`config.mk`:
```
export PLATFORM = sky130hd
export DESIGN_NAME = line_feed_scheduler
export DESIGN_NICKNAME = d
export VERILOG_FILES = /design/src/rtl/img_pkg.sv /design/src/rtl/lb_credit_counter.sv /design/src/rtl/line_feed_scheduler.sv
export SDC_FILE = /design/constraint.sdc
export NUM_CORES = 1
export LEC_CHECK = 0
export BUFFER_PORTS_ARGS = -buffer_cell sky130_fd_sc_hd__buf_4
export CAP_MARGIN = 20
export CORE_MARGIN = 1
export CORE_UTILIZATION = 40
export CTS_CLUSTER_DIAMETER = 200
export CTS_CLUSTER_SIZE = 40
export DETAILED_ROUTE_END_ITERATION = 16
export HOLD_SLACK_MARGIN = 0.03
export SLEW_MARGIN = 20
export SYNTH_ARGS = -nofsm -noshare
export SYNTH_HDL_FRONTEND = slang
export SYNTH_SLANG_ARGS = --single-unit
```
`constraint.sdc`:
```
create_clock -name clk -period 3.65 [get_ports clk]
set_clock_uncertainty 0.15 [all_clocks]
set_input_delay 0.9125 -clock clk [delete_from_list [all_inputs] [get_ports clk]]
set_output_delay 0.9125 -clock clk [all_outputs]
set_load 0.01 [all_outputs]
```
`src/rtl/img_pkg.sv`:
```
// Shared constants and the line-feed scheduler state type for the 4-line-buffer
// 3x3 window path.
package img_pkg;
  localparam int LB_LINE_WIDTH = 512;
  localparam int LB_NUM        = 4;
  localparam int CRED_W        = 3;

  typedef enum logic [2:0] {
    IDLE,
    FEED,
    WAIT_CREDIT,
    DRAIN,
    DONE
  } line_feed_state_t;
endpackage

```
`src/rtl/lb_credit_counter.sv`:
```
// Saturating up/down line-buffer credit counter. Simultaneous inc/dec cancel.
// The overflow flag exists only when LINE_FEED_ERR_CHECK_EN is defined.
module lb_credit_counter import img_pkg::*; #(
  parameter int W   = CRED_W,
  parameter int MAX = LB_NUM
) (
  input  logic         clk,
  input  logic         rst,
  input  logic         load_i,
  input  logic         inc_i,
  input  logic         dec_i,
  output logic [W-1:0] cnt_o,
  output logic [W-1:0] cnt_nxt_o
`ifdef LINE_FEED_ERR_CHECK_EN
  ,
  output logic         ovf_o
`endif
);
  localparam logic [W-1:0] MAXV = W'(MAX);

  logic [W-1:0] cnt_q, cnt_d;

  always_comb begin
    cnt_d = cnt_q;
    if (load_i)
      cnt_d = MAXV;
    else if (inc_i && !dec_i && (cnt_q != MAXV))
      cnt_d = cnt_q + 1'b1;
    else if (dec_i && !inc_i && (cnt_q != '0))
      cnt_d = cnt_q - 1'b1;
  end

  always_ff @(posedge clk) begin
    if (rst) cnt_q <= MAXV;
    else     cnt_q <= cnt_d;
  end

  assign cnt_o     = cnt_q;
  assign cnt_nxt_o = cnt_d;

`ifdef LINE_FEED_ERR_CHECK_EN
  // A return that would push past the pool size means the controller and we disagree.
  assign ovf_o = inc_i && !dec_i && (cnt_q == MAXV);
`endif
endmodule

```
`src/rtl/line_feed_scheduler.sv`:
```
// Valid/ready front end for the window controller: feeds a line only when a line
// buffer credit is free. Optional sticky protocol error: LINE_FEED_ERR_CHECK_EN.
module line_feed_scheduler import img_pkg::*; #(
  parameter int LINE_WIDTH  = LB_LINE_WIDTH,
  parameter int FRAME_LINES = 512,
  parameter int NUM_LB      = LB_NUM
) (
  input  logic       clk,
  input  logic       rst,
  input  logic       start,
  input  logic [7:0] s_pixel_data,
  input  logic       s_pixel_valid,
  output logic       s_pixel_ready,
  output logic [7:0] lb_pixel,
  output logic       lb_pixel_valid,
  input  logic       lb_intr,
  output logic       lb_flush,
  output logic       busy,
  output logic       frame_done,
  output logic [2:0] credits,
  output logic       err
);
  localparam int PIX_W = $clog2(LINE_WIDTH);
  localparam int LN_W  = $clog2(FRAME_LINES + 1);

  line_feed_state_t  state_q;
  logic [PIX_W-1:0]  pix_q;
  logic [LN_W-1:0]   line_q, intr_cnt_q, intr_cnt_d;
  logic [7:0]        lb_pixel_q;
  logic              lb_valid_q;
  logic [CRED_W-1:0] cred_q, cred_nxt;
  logic              hs, line_end, last_line, intr_live, frame_start;

  assign s_pixel_ready = (state_q == FEED) && (cred_q != '0);
  assign hs            = s_pixel_valid && s_pixel_ready;
  assign line_end      = hs && (pix_q == PIX_W'(LINE_WIDTH - 1));
  assign last_line     = (line_q == LN_W'(FRAME_LINES - 1));
  assign intr_live     = lb_intr && (state_q inside {FEED, WAIT_CREDIT, DRAIN});
  assign frame_start   = (state_q == IDLE) && start;
  assign intr_cnt_d    = intr_cnt_q + LN_W'(intr_live);

`ifdef LINE_FEED_ERR_CHECK_EN
  logic ovf, err_q;
`endif

  lb_credit_counter #(.W(CRED_W), .MAX(NUM_LB)) u_cred (
    .clk       (clk),
    .rst       (rst),
    .load_i    (frame_start),
    .inc_i     (intr_live),
    .dec_i     (line_end),
    .cnt_o     (cred_q),
    .cnt_nxt_o (cred_nxt)
`ifdef LINE_FEED_ERR_CHECK_EN
    ,
    .ovf_o     (ovf)
`endif
  );

  always_ff @(posedge clk) begin
    if (rst) begin
      state_q    <= IDLE;
      pix_q      <= '0;
      line_q     <= '0;
      intr_cnt_q <= '0;
      lb_pixel_q <= '0;
      lb_valid_q <= 1'b0;
    end else begin
      lb_valid_q <= hs;
      if (hs)        lb_pixel_q <= s_pixel_data;
      if (hs)        pix_q      <= line_end ? '0 : pix_q + 1'b1;
      if (line_end)  line_q     <= line_q + 1'b1;
      if (intr_live) intr_cnt_q <= intr_cnt_d;
      case (state_q)
        IDLE: if (start) begin
          state_q    <= FEED;
          pix_q      <= '0;
          line_q     <= '0;
          intr_cnt_q <= '0;
        end
        // Decide on the post-update credit so ready drops on the very next cycle.
        FEED: if (line_end) begin
          if (last_line)            state_q <= DRAIN;
          else if (cred_nxt == '0)  state_q <= WAIT_CREDIT;
        end
        WAIT_CREDIT: if (cred_q != '0) state_q <= FEED;
        // A 3x3 window yields FRAME_LINES-2 output rows, one interrupt each.
        DRAIN: if (intr_cnt_d >= LN_W'(FRAME_LINES - 2)) state_q <= DONE;
        DONE:    state_q <= IDLE;
        default: state_q <= IDLE;
      endcase
    end
  end

  assign lb_pixel       = lb_pixel_q;
  assign lb_pixel_valid = lb_valid_q;
  assign busy           = (state_q != IDLE);
  assign frame_done     = (state_q == DONE);
  assign lb_flush       = (state_q == DONE);
  assign credits        = cred_q;

`ifdef LINE_FEED_ERR_CHECK_EN
  always_ff @(posedge clk) begin
    if (rst)
      err_q <= 1'b0;
    else if (ovf || (lb_intr && (state_q == IDLE)) || (start && (state_q != IDLE)))
      err_q <= 1'b1;
  end
  assign err = err_q;
`else
  assign err = 1'b0;
`endif
endmodule

```
==> results.tsv <==
stage	metric	value	unit
run_status	outcome	complete, no violations	
synthesis	dominant_combinational_cell_family_by_area_after_synthesis	simple AND/OR/NAND/NOR gates	
finish	design.final.nets	307	
floorplanning	total_die_area	0.00566	sq mm
synthesis	yosys.area.top_type	dfxtp_1	
floorplanning	start_util	41.7	%
floorplanning	num_rows	26	
pwr	power_per_cell_area	352	mW/mm^2
sta	setup_tns	0	ps
clock_tree	cts_hold_buf	0	
clock_tree	cts_tree	yes	
clock_tree	cts.sinks	44	
sta	unrepaired_setup_endpoints_after_global_routing	false	
clock_tree	tritoncts.num_buffers	5	
pwr	leakagePower	0.968	nW
routing	drt_iter0_drc	72	
grt	first_global_vias	1459	
synthesis	synth_simple_gate_area_share	28.3	%
routing	detail-route-antenna-nets	0	
synthesis	syn_nets	281	
synthesis	synth_cell_type_count	44	
sta	transition_time_of_the_tightest_slew_check_pin	790	ps
clock_tree	cts.path.max_buffers	2	
worst_setup_path	timing_worst_setup_path_type	reg -> reg	
worst_setup_path	critical_path_arrival	2950	ps
finish	layout-drive-gt1-share	15.0	%
clock_tree	htree_levels	2	
finish	fillers	539	
sta	max_freq	0.346	GHz
worst_setup_path	worstSetupStartpointType	flop	
synthesis	cell_with_the_most_instances_after_synthesis	dfxtp_1	
synthesis	synth.mux.area_fraction	1.52	%
worst_setup_path	worst_ep_required_time	3700	ps
place	port_buffers	28	
synthesis	syn_area_per_cell	8.25	sq um
synthesis	postSynth.asyncResetShare	0	%
worst_hold_path	holdPathStages	2	
place	placedInstanceArea	0.00240	sq mm
routing	routed-via-count	1731	
grt	grt_start_max_net_pins	21	
grt	grt.total_usage	15.6	%
sta	final.period_utilization	79.3	%
finish	syn2layout_area_growth	16.3	%
routing	post_drt_via_cell_ratio	4.85	
worst_hold_path	timing.hold.worst.class	reg -> reg	
worst_setup_path	worst-r2r-cell-count	11	
routing	drt_drc_violations_left	0	
floorplanning	die_w	75.2	um
routing	wirelength	4.15	mm
grt	grt_pass1_wl	6.69	mm
worst_setup_path	path_max_fanout	7	
place	final_hpwl_from_detailed_placement	3.00	mm
synthesis	synth-adder-area-share	4.66	%
finish	design_area	0.00249	sq mm
synthesis	synth_top_cell_area_share	41.0	%
grt	grt_antenna_before_repair	0	
routing	routedWlPerCell	11.6	um
synthesis	synth_seq_area_share	41.0	%
sta	report.final.slew_viol_count	0	
sta	finalSetupViolCount	0	
clock_tree	clock_pin_slew_on_the_worst_setup_and_hold_paths	80	ps
synthesis	synth_ff_type	dfxtp_1	
floorplanning	top_level_ports	30	
synthesis	synth.yosys.warnings	0	
grt	grt.overflow.total	0	
sta	period_minus_slack	2890	ps
clock_tree	ctsRootBufferMaster	clkbuf_8	
floorplanning	die_height	75.2	um
finish	antenna_cells_inserted	0	
place	final_weighted_congestion_in_routability_driven_placement	0.834	
routing	first_drt_pass_iteration_count	4	
synthesis	synth_area_in_xor_xnor	11.0	%
synthesis	syn_area	0.00215	sq mm
pwr	fin_total_pwr	0.878	mW
pwr	ir_drop	0.000174	V
synthesis	count_of_flip_flops_with_a_built_in_enable_after_synthesis	0	
clock_tree	setup_repair_bufs_after_cts	0	
synthesis	area_fraction_in_compound_gates_after_synthesis	9.56	%
worst_setup_path	worst-r2r-setup-slack	760	ps
synthesis	ys_ff_latch	44	
synthesis	ys_top_cells_by_area	dfxtp_1 41%, nor2_1 7.2%, nand2_1 6.8%	
clock_tree	ctsResizeCount	0	
sta	timing.final.hold_violations	0	
floorplanning	design.core.area	0.00514	sq mm
flow_run	cap_viol_max_count	0	
synthesis	syn_inst	260	
sta	slew_headroom	47.3	%
clock_tree	skew_pair_late_insertion_delay	290	ps
synthesis	post_synth_most_frequent_cells	44 x dfxtp_1, 41 x nor2_1, 39 x nand2_1, 17 x a21oi_1, 16 x xor2_1	
worst_setup_path	setup.worst_path.end_class	flop	
-- metal layers --
layer,wire (um),global-route usage (%),vias up
met1,2210,22.4,774
met2,1800,23.3,22
met5,0,0,-
li1,-,-,930
met3,95,3.21,5
met4,43,4.94,0
-- critical path: stages (launching register included) --
cell and delay (ps):
dfxtp_1 380, ha_1 200, nand2_1 60, nor2_1 110, and3_1 180, ha_1 140, nand2_1 70, or3_1 490
a211oi_1 390, a211oi_1 140, a41o_1 260, a311oi_1 240
-- cells in the final DEF, fill, tap and decap left out, types with 4 or more instances in the layout --
cell type / Yosys / final
nand2_1: 39 / 39
inv_1: 6 / 6
xnor2_1: 11 / 11
ha_1: 8 / 8
nand3_1: 11 / 11
clkbuf_8: 0 / 6
nand2b_1: 4 / 4
nand4_1: 9 / 9
dfxtp_1: 44 / 44
buf_4: 2 / 30
nor2_1: 41 / 41
a21oi_1: 17 / 17
xor2_1: 16 / 16
and3_1: 4 / 4
-- power breakdown --
| part | total (mW) | internal [mW] | switching (mW) |
|---|---|---|---|
| clock network | 0.316 | 0.154 | 0.162 |
| registers | 0.490 | 0.486 | 0.00394 |
| logic | 0.0719 | 0.0294 | 0.0425 |
-- kinds of logic after synthesis --
family / Yosys count
adder cells (fa/ha/maj): 8
flip-flops: 44
XOR/XNOR: 27
multiplexers: 2
AND/OR/NAND/NOR: 128
AO/OA/AOI/OAI: 33
buffers and inverters: 17
other: 1
-- sequential cells by signal, summed over array words and instances (netlist names) --
name	cells
line_q	10
state_q	3
lb_pixel_valid	1
pix_q	9
lb_pixel	8
intr_cnt_q	10
u_cred.cnt_o	3
-- per-stage QoR --
stage / hold WS, ps / std cells / worst slack (ps) / util [%]
final: 306 / 357 / 757 / 48.5
after global routing: 328 / 357 / 520 / 48.5
after CTS: 310 / 357 / 839 / 48.5
after detailed placement: 298 / 349 / 645 / 46.7
after global placement: 293 / 349 / 727 / 46.7
after floorplan: 291 / 260 / 850 / -
-- area by class of cell --
| type | count | area [sq um] | area share (%) |
|---|---|---|---|
| repair buffers | 30 | 225 | 9.03 |
| well taps | 70 | 87.6 | 3.51 |
| clock buffers | 7 | 86.3 | 3.46 |
| clock inverters | 1 | 7.51 | 0.301 |
| flip-flops and latches | 44 | 881 | 35.3 |
| inverters | 6 | 22.5 | 0.903 |
| multi-input cells | 199 | 1180 | 47.5 |
-- worst paths after layout --
kind | from | to
worst min-delay path | lb_pixel[3] | lb_pixel[3]
worst max-delay path | pix_q[0] | state_q[0]
worst max register to register | pix_q[0] | state_q[0]
worst min register to register | lb_pixel[3] | lb_pixel[3]
No activity file was read; power rests on OpenSTA's default activity.
